===== config.mk =====
export PLATFORM = sky130hd
export DESIGN_NAME = xadc_temp_reader
export DESIGN_NICKNAME = d
export VERILOG_FILES = /design/src/rtl/xadc_temp_reader.sv
export SDC_FILE = /design/constraint.sdc
export NUM_CORES = 1
export LEC_CHECK = 0
export BUFFER_PORTS_ARGS = -buffer_cell sky130_fd_sc_hd__buf_2
export CAP_MARGIN = 20
export CORE_ASPECT_RATIO = 1.5
export CORE_UTILIZATION = 60
export DETAILED_ROUTE_END_ITERATION = 16
export PLACE_DENSITY = 0.81
export SETUP_SLACK_MARGIN = 0.2
export SYNTH_ARGS = -nofsm -noshare
export SYNTH_HDL_FRONTEND = slang
export SYNTH_SLANG_ARGS = --single-unit

===== constraint.sdc =====
create_clock -name clk -period 8.76 [get_ports clk]
set_input_delay 1.752 -clock clk [delete_from_list [all_inputs] [get_ports clk]]
set_output_delay 1.752 -clock clk [all_outputs]
set_load 0.05 [all_outputs]

===== src/rtl/xadc_temp_reader.sv =====
// xadc_temp_reader
// Polls the XADC on-chip temperature channel through the DRP read port at a
// fixed interval. Each 12-bit raw code becomes an integer degree Celsius value
// clamped to 0..199. That value drives temp_c for the seven-segment display
// driver. Everything runs in the 100 MHz clk domain.

module xadc_temp_reader #(
  parameter int unsigned POLL_CYCLES    = 100000,  // den-to-den spacing, >= 16
  parameter int unsigned TIMEOUT_CYCLES = 255,     // max wait for drdy after den
  parameter logic [6:0]  TEMP_ADDR      = 7'h00    // XADC temperature status register
) (
  input  logic        clk,
  input  logic        rst,
  output logic        drp_den,
  output logic [6:0]  drp_daddr,
  output logic        drp_dwe,
  output logic [15:0] drp_di,
  input  logic        drp_drdy,
  input  logic [15:0] drp_do,
  output logic [11:0] temp_raw,
  output logic [7:0]  temp_c,
  output logic        temp_valid,
  output logic        drp_err
);

  typedef enum logic [2:0] {
    S_REQ,
    S_WAIT_RDY,
    S_CONV,
    S_UPDATE,
    S_IDLE
  } state_t;

  state_t      r_state;
  logic [31:0] r_period;   // cycles since the last den, cleared in REQ
  logic [31:0] r_tmo;      // cycles spent waiting for drdy
  logic [11:0] r_raw;      // code captured with drdy, not yet published
  logic [8:0]  r_tmp;      // (raw * 504) >> 12, range 0..503

  logic [8:0]  w_tmp;
  logic [8:0]  w_excess;
  logic [7:0]  w_temp_c;

  // The DRP port is read-only here.
  assign drp_dwe = 1'b0;
  assign drp_di  = 16'h0000;

  // den is a decode of the REQ state. This lets the first request appear in
  // the very first cycle after reset releases. The decode is masked while rst
  // is held so every output reads 0 during reset.
  assign drp_den   = (r_state == S_REQ) && !rst;
  assign drp_daddr = drp_den ? TEMP_ADDR : 7'h00;

  // Scaling: 504/4096 of the 12-bit code gives Kelvin. The product fits in 21 bits.
  assign w_tmp    = 9'((21'(r_raw) * 21'd504) >> 12);
  assign w_excess = r_tmp - 9'd273;

  // Convert Kelvin to Celsius and clamp to the display range 0..199.
  always_comb begin
    w_temp_c = 8'd0;
    if (r_tmp < 9'd273) begin
      w_temp_c = 8'd0;
    end else if (w_excess > 9'd199) begin
      w_temp_c = 8'd199;
    end else begin
      w_temp_c = w_excess[7:0];
    end
  end

  // Poll sequencer: request, wait for drdy or timeout, convert, publish, idle.
  // NOTE: every register in this block is updated with <=, so reads within
  // the same edge see the previous value. Each branch depends on that.
  always_ff @(posedge clk or posedge rst) begin
    if (rst) begin
      r_state    <= S_REQ;
      r_period   <= '0;
      r_tmo      <= '0;
      r_raw      <= '0;
      r_tmp      <= '0;
      temp_raw   <= '0;
      temp_c     <= '0;
      temp_valid <= 1'b0;
      drp_err    <= 1'b0;
    end else begin
      temp_valid <= 1'b0;
      r_period   <= (r_state == S_REQ) ? 32'd0 : r_period + 32'd1;

      case (r_state)
        S_REQ: begin
          r_tmo   <= '0;
          r_state <= S_WAIT_RDY;
        end

        S_WAIT_RDY: begin
          if (drp_drdy) begin
            // The low nibble of drp_do is dropped by the shift.
            r_raw   <= 12'(drp_do >> 4);
            r_state <= S_CONV;
          end else if (r_tmo == 32'(TIMEOUT_CYCLES - 1)) begin
            drp_err <= 1'b1;
            r_state <= S_IDLE;
          end else begin
            r_tmo <= r_tmo + 32'd1;
          end
        end

        S_CONV: begin
          r_tmp   <= w_tmp;
          r_state <= S_UPDATE;
        end

        S_UPDATE: begin
          temp_c     <= w_temp_c;
          temp_raw   <= r_raw;
          temp_valid <= 1'b1;
          r_state    <= S_IDLE;
        end

        S_IDLE: begin
          // The counter reads 0 in the cycle after den. Leaving at POLL-2
          // makes the next REQ cycle the one whose count would be POLL-1,
          // so dens sit exactly POLL_CYCLES apart. If a read overran the
          // interval, the >= sends the FSM straight back to REQ.
          if (r_period >= 32'(POLL_CYCLES - 2)) begin
            r_state <= S_REQ;
          end
        end

        default: r_state <= S_REQ;
      endcase
    end
  end

endmodule


==> run_results.csv, run 1 <==
group,metric,value,unit
global_route,grt-ovfl-total,0,
detailed_routing,wl,14.22,mm
timing,setup_tns,0,ns
worst_setup_path,critPathMaxStageDelay,0.59,ns
floorplan,fp.dieW,89.74,microns
detailed_routing,drtAntennaViolNets,0,
floorplan,rows,47,
floorplan,start_util,62.33,%
floorplan,die_area,11990,sq um
yosys,yosysSeqAreaShare,39.73,%
yosys,yosys_most_used_dff,"dfrtp_1",
yosys,ys_types,60,
worst_setup_path,path_buf_inv,2,
clocking,cts_buffer_depth,2,
timing,hold_violations,0,
yosys,netlist_top_cells_area,"dfrtp_1, fa_1, ha_1",
detailed_routing,remaining_drc_errors,0,
detailed_routing,dr.pass1.iters,5,
yosys,synth_area,6928,sq um
outcome,outcome,"completed",
worst_setup_path,path_max_fanout,5,
worst_setup_path,cp-end-kind,"flip-flop",
timing,rsz0062_at_grt,"false",
layout,fin_nets,851,
placement,place_hpwl,10.30,mm
placement,place.gp.congestion,0.8629,
floorplan,die_y,133.6,microns
global_route,grt_max_degree,57,
floorplan,coreArea,11110,sq um
clocking,cts_tree,"yes",
layout,final_common_cell,"dfrtp_1",
layout,layout-drive-gt1-share,10.84,%
timing,tightest_slew,1.010,ns
clocking,cts.reportedPaths.clkPinSlew,0.07,ns
clocking,clkLatencyLatePin,0.35,ns
yosys,synth-edff-count,0,
worst_setup_path,start_kind,"flip-flop",
timing,slew_headroom,32.11,%
clocking,cts.repair.resized,0,
yosys,syn_avg_cell_area,9.349,sq um
worst_setup_path,crit_path_top_delay_cell,"a311oi_1",
global_route,grt_pass1_wl,24.36,mm
global_route,grtUsageTotal,25.30,%
yosys,synth-async-reset-ratio,100.0,%
global_route,grt_pass1_vias,5414,
flow_run,drv_cap,0,
yosys,synth_top_area_share,39.73,%
clocking,cts.htree.levels,3,
worst_setup_path,crit_type,"reg2reg",
worst_setup_path,required,9.00,ns
clocking,cts_made_buffers,9,
placement,io_buffer_count,37,
timing,timing.final.crit_share,50.11,%
timing,slew_violations,0,
worst_setup_path,cp.arrival,4.63,ns
global_route,antenna_found_initial,0,
worst_setup_path,worstPathCellList,"fa_1 > fa_1 > inv_1 > fa_1 > inv_1 > ha_1 > or2_2 > a311oi_1 > or3_1 > a311oi_1 > or3_1 > a31o_2",
timing,min_period,4.389,ns
yosys,synth_warnings,0,
layout,area_delta_synth_final,7.621,%
layout,layout_common_cells,"dfrtp_1, nand2_1, nor2_1, inv_1, o21ai_0",
floorplan,io_pins,66,
clocking,clockRootBuffer,"clkbuf_16",
clocking,clock-sinks,110,
layout,n_antenna_cell,0,
detailed_routing,vias_per_cell,5.815,
timing,hold_slack,0.4613,ns
yosys,synth_area_leader_cell,"dfrtp_1",
clocking,ctsHoldBuffers,0,
detailed_routing,vias,5361,
detailed_routing,wire_per_inst,15.43,microns
worst_setup_path,path_common_cell,"fa_1",
detailed_routing,drt_iter0_markers,268,
yosys,syn_inst,741,
timing,finalSetupViolations,0,
timing,finClkSkew,0.007015,ns
clocking,post_cts_buffers,0,
timing,clock.fmax,227.8,MHz
worst_hold_path,hold_class,"reg2reg",
yosys,ys_seq_elements,110,
worst_setup_path,cp_top_family,"adder cells",
[cells in the mapped netlist (all sizes together) (6+ instances only)]
cell    instances
a211oi          6
a21oi          35
a31o            8
and3           12
buf            35
clkbuf         13
dfrtp         110
fa             28
ha             34
inv            58
nand2          81
nand2b          6
nand3          37
nand4          14
nor2           65
nor3            9
nor4           10
o21ai          39
o31ai           8
or3            12
or4             7
xnor2          27
xor2           22
[metrics by stage]
stage	util, %	cell area (sq um)	setup WS, ns	instances
after floorplan	-	7014	4.106	764
after global placement	64.30	7147	4.543	905
after detailed placement	64.40	7158	4.473	906
after CTS	67.08	7456	4.434	922
after global routing	67.08	7456	4.221	922
final	67.08	7456	4.371	922
[cell families after synthesis]
| group | synth area share [%] |
|---|---|
| flops | 39.73 |
| compound gates | 12.21 |
| mux | 0.9571 |
| fa+ha+maj | 14.23 |
| other cells | 0.05413 |
| xor+xnor | 6.195 |
| simple gates | 19.36 |
| buf+inv | 7.260 |
[flip-flops by register name (all words and copies together) (netlist names)]
name	flops
r_period	32
r_tmo	32
r_raw	12
temp_raw	12
r_tmp	9
temp_c	8
r_state	3
drp_err	1
temp_valid	1
[cell type report]
class                           count  area (sq um)
Multi-Input combinational cell    547          3764
Clock buffer                        9         225.2
Sequential cell                   110          2753
Inverter                           59         224.0
Tap cell                          147         183.9
Clock inverter                      7         72.57
Timing Repair Buffer               43         234.0
Fill cell                         877          3659
[final timing paths]
kind / start / endpoint / slack [ns] / depth (start not counted)
max in group asynchronous: rst / r_tmo[30] / 6.06 / 3
min in group asynchronous: rst / r_tmo[28] / 1.50 / 2
setup reg to reg: r_raw[6] / r_tmp[6] / 4.37 / 12
setup / recovery: r_raw[6] / r_tmp[6] / 4.37 / 12
hold / removal: drp_err / drp_err / 0.46 / 1
hold reg to reg: drp_err / drp_err / 0.46 / 1
[metal layers]
metal  global-route usage [%]  vias to the layer above  wire length, microns
li1                         -                     2562                     -
met5                        0                        -                     0
met1                    28.56                     2636                  5560
met2                    47.65                      136                  7951
met4                    10.02                        0                   278
met3                    3.653                       27                   431
Power of run 1 is not shown: default switching activity piles up to over one toggle a cycle in this logic, so the estimate is an artifact.
==> run 2, diff against run 1 <==
- clock period: 8.76 -> 4.5 ns (I/O delays scaled with it)
==> run 2 against run 1 <==
Die area unchanged; maximum frequency up 7.0%; wire length rose by 1.6%; largest cell class unchanged; critical path type unchanged.
==> run_results.csv, run 2 (synthesis results as in run 1) <==
group,metric,value,unit
timing,setup_tns,0,ns
clocking,clock-sinks,110,
clocking,post_cts_buffers,0,
floorplan,die_y,133.6,microns
detailed_routing,dr.pass1.iters,6,
floorplan,io_pins,66,
layout,multi_input_area,3770,sq um
timing,slew_violations,0,
layout,n_antenna_cell,0,
timing,rsz0062_at_grt,"false",
timing,hold_violations,0,
detailed_routing,vias_per_cell,5.768,
worst_setup_path,cp.arrival,4.35,ns
global_route,grt_max_degree,62,
detailed_routing,drtAntennaViolNets,0,
global_route,grt_pass1_vias,5352,
timing,finClkSkew,0.007864,ns
outcome,outcome,"completed",
clocking,clockRootBuffer,"clkbuf_16",
layout,layout_common_cells,"dfrtp_1, nand2_1, nor2_1, inv_1, o21ai_0",
layout,regArea,2753,sq um
timing,clock.fmax,243.8,MHz
layout,fin_util,67.21,%
timing,min_period,4.102,ns
timing,tightest_slew,0.8624,ns
worst_setup_path,required,4.75,ns
global_route,grtUsageTotal,25.36,%
detailed_routing,remaining_drc_errors,0,
clocking,cts_tree,"yes",
detailed_routing,wl,14.45,mm
clocking,clkLatencyLatePin,0.35,ns
layout,layout-drive-gt1-share,11.18,%
placement,place_hpwl,10.61,mm
worst_setup_path,path_max_fanout,3,
timing,slew_headroom,42.02,%
layout,largestRegisters,"r_period x32, r_tmo x32",
detailed_routing,wire_per_inst,15.62,microns
timing,hold_slack,0.4669,ns
floorplan,start_util,62.33,%
flow_run,drv_cap,0,
placement,io_buffer_count,37,
layout,fillers,877,
detailed_routing,vias,5335,
worst_setup_path,cp-end-kind,"flip-flop",
worst_setup_path,start_kind,"flip-flop",
layout,area_delta_synth_final,7.820,%
floorplan,coreArea,11110,sq um
layout,final_common_cell,"dfrtp_1",
worst_setup_path,crit_type,"reg2reg",
floorplan,fp.dieW,89.74,microns
clocking,cts.htree.levels,3,
placement,place.gp.congestion,0.8718,
floorplan,die_area,11990,sq um
clocking,cts.reportedPaths.clkPinSlew,0.07,ns
global_route,grt_pass1_wl,24.34,mm
layout,fin_nets,854,
worst_hold_path,hold_class,"reg2reg",
global_route,grt-ovfl-total,0,
global_route,antenna_found_initial,0,
detailed_routing,drt_iter0_markers,279,
clocking,cts_buffer_depth,2,
timing,finalSetupViolations,0,
floorplan,rows,47,
timing,timing.final.crit_share,91.15,%
clocking,cts_made_buffers,9,
run 2: cell types whose count changed in the layout (fill, tap and decap cells not counted):
cell and delta:
buf_6 -1, a311oi_1 -1, clkbuf_8 +2, clkinvlp_4 -1, bufinv_16 -1, a311oi_2 +1, clkbuf_1 +1, buf_4 +4
clkinv_2 -1
run 2: worst max-delay path, stage by stage (launching register included):
cell	delay (ns)
dfrtp_1	0.45
inv_1	0.12
fa_1	0.52
inv_1	0.08
fa_1	0.48
ha_1	0.34
a21o_1	0.20
ha_1	0.19
or2_2	0.31
a311oi_1	0.39
or3_1	0.24
a311oi_2	0.13
or3_1	0.32
a31o_2	0.23
run 2: repair_timing:
action,4_1_cts,5_1_grt
resized for setup,0,1
endpoints found under the hold margin,0,0
hold buffers,0,0
endpoints found under the setup margin,0,1
run 2: layout make-up:
cell class	instances	area share (%)
Multi-Input combinational cell	547	50.47
Sequential cell	110	36.85
Clock buffer	12	3.434
Timing Repair Buffer	46	3.384
Inverter	59	2.998
Tap cell	147	2.462
Clock inverter	4	0.4020
run 2: final timing paths:
path	cells after the start	from	to	slack, ns
setup / recovery	13	r_raw[5]	r_tmp[6]	0.40
hold / removal	1	drp_err	drp_err	0.47
setup reg to reg	13	r_raw[5]	r_tmp[6]	0.40
hold reg to reg	1	drp_err	drp_err	0.47
max in group asynchronous	3	rst	r_period[31]	2.97
min in group asynchronous	2	rst	r_tmo[27]	0.68
run 2: per-stage QoR:
| stage | area, sq um | instances | setup slack, ns |
|---|---|---|---|
| finish | 7470 | 925 | 0.3981 |
| global route | 7470 | 925 | 0.2501 |
| CTS | 7463 | 925 | 0.4394 |
| detailed placement | 7177 | 909 | 0.4591 |
| global placement | 7177 | 909 | 0.4911 |
| floorplan | 7014 | 764 | 0.6225 |
run 2: per-layer routing:
metal  GRT usage [%]  wire length [microns]
met5               0                      0
met1           28.16                   5526
met4           11.75                    370
met2           47.74                   8079
met3           3.311                    475
Power of run 2 is left out for the same reason.
